File: config.mk
export PLATFORM = sky130hd
export DESIGN_NAME = replay_buffer_ctrl
export DESIGN_NICKNAME = d
export VERILOG_FILES = /design/src/rtl/replay_buffer_ctrl.sv
export SDC_FILE = /design/constraint.sdc
export NUM_CORES = 1
export LEC_CHECK = 0
export BUFFER_PORTS_ARGS = -buffer_cell sky130_fd_sc_hd__buf_2
export CORE_MARGIN = 1
export CORE_UTILIZATION = 35
export DETAILED_ROUTE_END_ITERATION = 8
export GPL_ROUTABILITY_DRIVEN = 0
export PLACE_DENSITY = 0.68
export SETUP_SLACK_MARGIN = 0.05
export SLEW_MARGIN = 10
export SYNTH_ARGS = -nofsm -noshare
export SYNTH_HDL_FRONTEND = slang
export SYNTH_SLANG_ARGS = --single-unit
export TNS_END_PERCENT = 5
File: constraint.sdc
create_clock -name clk -period 8.6 [get_ports clk]
set_input_delay 1.72 -clock clk [delete_from_list [all_inputs] [get_ports clk]]
set_output_delay 1.72 -clock clk [all_outputs]
set_load 0.01 [all_outputs]
File: src/rtl/replay_buffer_ctrl.sv
// ---------------------------------------------------------------------------
// replay_buffer_ctrl
//   Ten-entry retransmit store plus replay sequencer. It sits directly in
//   front of the external 10:1 word mux (mux10). Transmitted words are kept
//   in slots d0..d9 in circular order until they are acknowledged. On a NAK
//   (or, optionally, a timeout) every outstanding word is replayed
//   oldest-first by stepping the mux select s.
//
//   Optional feature macro: REPLAY_TIMER_EN
//     When it is defined, an 8-bit idle timer raises an automatic NAK after
//     TIMEOUT idle cycles without an ACK. When it is undefined, replay
//     starts only on nak.
//
// Ports
//   clk        in   clock; all state updates on the rising edge
//   rst        in   asynchronous active-high reset
//   wr_en      in   push wr_data into the slot at tail
//   wr_data    in   word to store (DW bits)
//   wr_ready   out  write accepted this cycle when high
//   ack        in   release the oldest entry (head)
//   nak        in   request a replay starting from head
//   rp_ready   in   downstream accepts the current replay word
//   rp_valid   out  mux output y holds a valid replay word
//   d0..d9     out  registered storage slots, wired to the mux data inputs
//   s          out  mux select (0..9)
//   count      out  number of outstanding entries (0..10)
//   replaying  out  high while in REPLAY
// ---------------------------------------------------------------------------
module replay_buffer_ctrl #(
  parameter int DW      = 16,
  parameter int TIMEOUT = 255
) (
  input  logic          clk,
  input  logic          rst,
  input  logic          wr_en,
  input  logic [DW-1:0] wr_data,
  output logic          wr_ready,
  input  logic          ack,
  input  logic          nak,
  input  logic          rp_ready,
  output logic          rp_valid,
  output logic [DW-1:0] d0,
  output logic [DW-1:0] d1,
  output logic [DW-1:0] d2,
  output logic [DW-1:0] d3,
  output logic [DW-1:0] d4,
  output logic [DW-1:0] d5,
  output logic [DW-1:0] d6,
  output logic [DW-1:0] d7,
  output logic [DW-1:0] d8,
  output logic [DW-1:0] d9,
  output logic [3:0]    s,
  output logic [3:0]    count,
  output logic          replaying
);

  typedef enum logic {IDLE, REPLAY} state_t;

  state_t        state_q, state_d;
  logic [3:0]    head_q, head_d;
  logic [3:0]    tail_q, tail_d;
  logic [3:0]    rp_ptr_q, rp_ptr_d;
  logic [3:0]    count_q, count_d;
  logic [3:0]    count_aa;      // occupancy after this cycle's ACK, before the write
  logic [3:0]    rp_ptr_inc;
  logic          wr_fire, ack_fire, nak_req, timeout_hit;
  logic [DW-1:0] slot_q [10];

  // Modulo-10 pointer increment: 9 wraps to 0.
  function automatic logic [3:0] inc10(input logic [3:0] p);
    return (p == 4'd9) ? 4'd0 : p + 4'd1;
  endfunction

  // All outputs decode from registers only.
  assign wr_ready  = (state_q == IDLE) && (count_q < 4'd10);
  assign rp_valid  = (state_q == REPLAY);
  assign replaying = (state_q == REPLAY);
  assign s         = (state_q == REPLAY) ? rp_ptr_q : head_q;
  assign count     = count_q;

  assign wr_fire    = wr_en && wr_ready;
  assign ack_fire   = ack && (count_q != 4'd0);
  assign rp_ptr_inc = inc10(rp_ptr_q);

`ifdef REPLAY_TIMER_EN
  localparam logic [7:0] TIMEOUT_V = 8'(TIMEOUT);
  logic [7:0] timer_q, timer_d;

  // The expiry is seen on the registered timer, so it acts as a NAK on the
  // edge that follows the one on which the timer reached TIMEOUT.
  assign timeout_hit = (state_q == IDLE) && (count_q != 4'd0) && (timer_q == TIMEOUT_V);

  always_comb begin
    timer_d = timer_q;
    if (ack || wr_fire || nak || timeout_hit || state_q != IDLE || state_d == REPLAY)
      timer_d = 8'd0;
    else if (count_q != 4'd0)
      timer_d = timer_q + 8'd1;
  end

  always_ff @(posedge clk or posedge rst) begin
    if (rst) timer_q <= 8'd0;
    else     timer_q <= timer_d;
  end
`else
  assign timeout_hit = 1'b0;
`endif

  assign nak_req = nak || timeout_hit;

  always_comb begin
    head_d   = ack_fire ? inc10(head_q) : head_q;
    tail_d   = wr_fire  ? inc10(tail_q) : tail_q;
    count_aa = count_q - {3'd0, ack_fire};
    count_d  = count_aa + {3'd0, wr_fire};
    state_d  = state_q;
    rp_ptr_d = rp_ptr_q;
    case (state_q)
      IDLE: begin
        if (nak_req && count_aa != 4'd0) begin
          state_d  = REPLAY;
          rp_ptr_d = head_d;
        end
      end
      REPLAY: begin
        // Writes are blocked in REPLAY, so count_aa is the next occupancy.
        if (count_aa == 4'd0) begin
          state_d = IDLE;
        end else if (nak) begin
          // Restart from the (post-ACK) head; any accepted beat is discarded.
          rp_ptr_d = head_d;
        end else if (rp_ready) begin
          rp_ptr_d = rp_ptr_inc;
          if (rp_ptr_inc == tail_q) state_d = IDLE;
        end else if (ack_fire && rp_ptr_q == head_q) begin
          // The word about to be replayed was just released; follow head.
          rp_ptr_d = head_d;
        end
      end
      default: state_d = IDLE;
    endcase
  end

  always_ff @(posedge clk or posedge rst) begin
    if (rst) begin
      state_q  <= IDLE;
      head_q   <= 4'd0;
      tail_q   <= 4'd0;
      rp_ptr_q <= 4'd0;
      count_q  <= 4'd0;
    end else begin
      state_q  <= state_d;
      head_q   <= head_d;
      tail_q   <= tail_d;
      rp_ptr_q <= rp_ptr_d;
      count_q  <= count_d;
    end
  end

  // Storage slots. Each slot has its own register so it can be wired
  // straight to a mux input.
  for (genvar gi = 0; gi < 10; gi++) begin : g_slot
    always_ff @(posedge clk or posedge rst) begin
      if (rst)
        slot_q[gi] <= '0;
      else if (wr_fire && tail_q == 4'(gi))
        slot_q[gi] <= wr_data;
    end
  end

  assign d0 = slot_q[0];
  assign d1 = slot_q[1];
  assign d2 = slot_q[2];
  assign d3 = slot_q[3];
  assign d4 = slot_q[4];
  assign d5 = slot_q[5];
  assign d6 = slot_q[6];
  assign d7 = slot_q[7];
  assign d8 = slot_q[8];
  assign d9 = slot_q[9];

endmodule
==> out/results.ini <==
[clock_tree]
cts.repair.resized=0
clk_latency_ns=0.43
cts.sinks=177
cts_made_buffers=17
root_buffer=clkbuf_16
cts_max_path_buffers=2
cts.hold.buffers_added=0
cts_tree=yes
postCtsSetupBuffers=0
htree_levels=4
path_clk_slew_ns=0.07

[yosys]
synth_area_leaders=dfrtp_1 (61%), mux2_2 (26%), xnor2_1 (1.6%)
avgSynthCellArea_um2=15.2
postSynth.asyncResetShare_pct=100
synthCells=475
synth_area_um2=7230
synth.yosys.warnings=0
syn_nets=501
synth_top_area_share_pct=61.3
synth_largest_area_cell=dfrtp_1
ys_seq_elements=177
yosysUniqueCellTypes=41
ys_dominant_reg_cell=dfrtp_1
synth-edff-count=0
ys_seq_area_share_pct=61.3

[critical_path]
cp.required_ns=6.88
critPathMaxFanout=13
crit_arrival_ns=1.56
cp_slowest_stage_delay_ns=0.61
startpoint_type=register
worstPathCellList=mux2_2 -> buf_2
endpoint_kind=output pin
critPathKind=register to output pin
cp_slowest_cell=dfrtp_1
r2r_slack_ns=6.00

[global_route]
grt_max_degree=96
grt_usage_pct=16.9
grt_pass1_wl_mm=27.0
grt-ovfl-total=0
antenna_found_initial=0
grt_pass1_vias=4483

[cells_and_area]
diodes=0
nets=681
layout_common_cells=buf_2 (192), dfrtp_1 (177), mux2_2 (167), clkbuf_16 (17), xnor2_1 (13)
layout.cells.most_common=buf_2
syn_to_final_growth_pct=24.6
layout-drive-gt1-share_pct=60.8
fin_cells=938

[placement]
dp.cells=906
dpl.hpwl_mm=11.7
dpl_worst_slack_ns=4.89
portBuffers=192

[timing]
hold_viol=0
rsz0062_at_grt=false
post-route-min-period_ns=3.28
relSlewSlack_pct=31.6
fin_setup_tns_ns=0
setup_ws_ns=5.32
fmaxAchievable_mhz=305
worstMarginPinSlew_ns=1.02
setup_violations=0
min_period_over_period_pct=38.2
drv_slew=0
skew_ns=0.00935

[detailed_routing]
num_vias=4413
wl_mm=17.1
firstDrtPassIters=4
final_antenna_net_count=0
drc=0
drt-initial-drc-count=166
wl_per_cell_um=18.3
vias_per_cell=4.70

[power]
pwr_density_cell_nw_per_um2=333
ir_worst_vdd_uv=150
power.leakage_uw=0.00483

[outcome]
outcome=finished clean

[worst_hold_path]
hold_path.class=register to register

[floorplan]
die_w_um=146
die_y_um=146
rows=52
die-area_um2=21200
start_util_pct=35.7
io_pins=193
core_um2=20200

[flow_run]
max_cap_violations=0

==> routing by layer <==
layer | track usage, % | vias up | part of all wire (%)
li1 | - | 2022 | -
met1 | 21.8 | 2256 | 46
met2 | 27.0 | 118 | 48
met3 | 4.42 | 17 | 4.6
met4 | 6.63 | 0 | 2.0
met5 | 0 | - | 0
==> registers in the layout (all words and copies together), names as in the netlist, 16 cells and up <==
name / count
d9: 16
d5: 16
d3: 16
d7: 16
d0: 16
d6: 16
d2: 16
d8: 16
d4: 16
d1: 16
==> worst max-delay path, delay by kind of cell (launching register included) <==
kind,cells,cell delay (ns)
flip-flops,1,0.61
buffers and inverters,1,0.14
multiplexers,1,0.40
==> power by group <==
group / switching, µW / internal (µW)
registers: 190 / 1100
clock network: 353 / 449
logic: 451 / 460
==> per-stage QoR <==
stage | total power, µW | hold slack [ns] | utilization [%] | cell area [µm²]
after floorplan | 1850 | 0.529 | - | 7230
after global placement | 2200 | 0.465 | 41.5 | 8390
after detailed placement | 2230 | 0.469 | 41.5 | 8390
after CTS | 3040 | 0.486 | 44.5 | 9010
after global routing | 3180 | 0.508 | 44.5 | 9010
final | 3000 | 0.483 | 44.5 | 9010
==> logic make-up (layout without fill, tap and decap cells) <==
logic type | Yosys count | after routing | synth area share (%)
AO/OA/AOI/OAI | 17 | 17 | 1.75
flip-flops | 177 | 177 | 61.3
adder cells (fa/ha/maj) | 4 | 4 | 0.692
multiplexers | 171 | 171 | 26.6
XOR/XNOR | 17 | 17 | 2.06
buffers and inverters | 46 | 239 | 3.12
AND/OR/NAND/NOR | 43 | 43 | 4.52
==> synthesized netlist by cell type (all sizes together), types with 2 or more instances <==
master,instances
mux2i,3
nor3b,3
xor2,4
nand2,9
xnor2,13
nor4,4
buf,34
nand3,5
clkbuf,2
nand3b,2
nor2,6
nor3,3
nand2b,4
nor2b,3
o21ai,5
inv,10
ha,4
mux2,168
dfrtp,177
a22o,3
==> final cells by class <==
cell class / count / area (µm²)
Clock buffer: 19 / 443
Clock inverter: 13 / 171
Fill cell: 1866 / 11200
Inverter: 10 / 42.5
Multi-Input combinational cell: 252 / 2590
Sequential cell: 177 / 4430
Tap cell: 270 / 338
Timing Repair Buffer: 197 / 998
==> path summary, 6_finish.rpt <==
check,start,to,cells past startpoint
worst max-delay path,replaying$_DFF_PP0_,s[3],2
worst min-delay path,d1[15]$_DFFE_PP0P_,d1[15]$_DFFE_PP0P_,1
worst max register to register,count[2]$_DFF_PP0_,rp_ptr_q[3]$_DFFE_PP0P_,7
worst min register to register,d1[15]$_DFFE_PP0P_,d1[15]$_DFFE_PP0P_,1
max in group asynchronous,rst,d8[9]$_DFFE_PP0P_,3
min in group asynchronous,rst,d7[6]$_DFFE_PP0P_,2
Power figures use the tool's default switching activity.
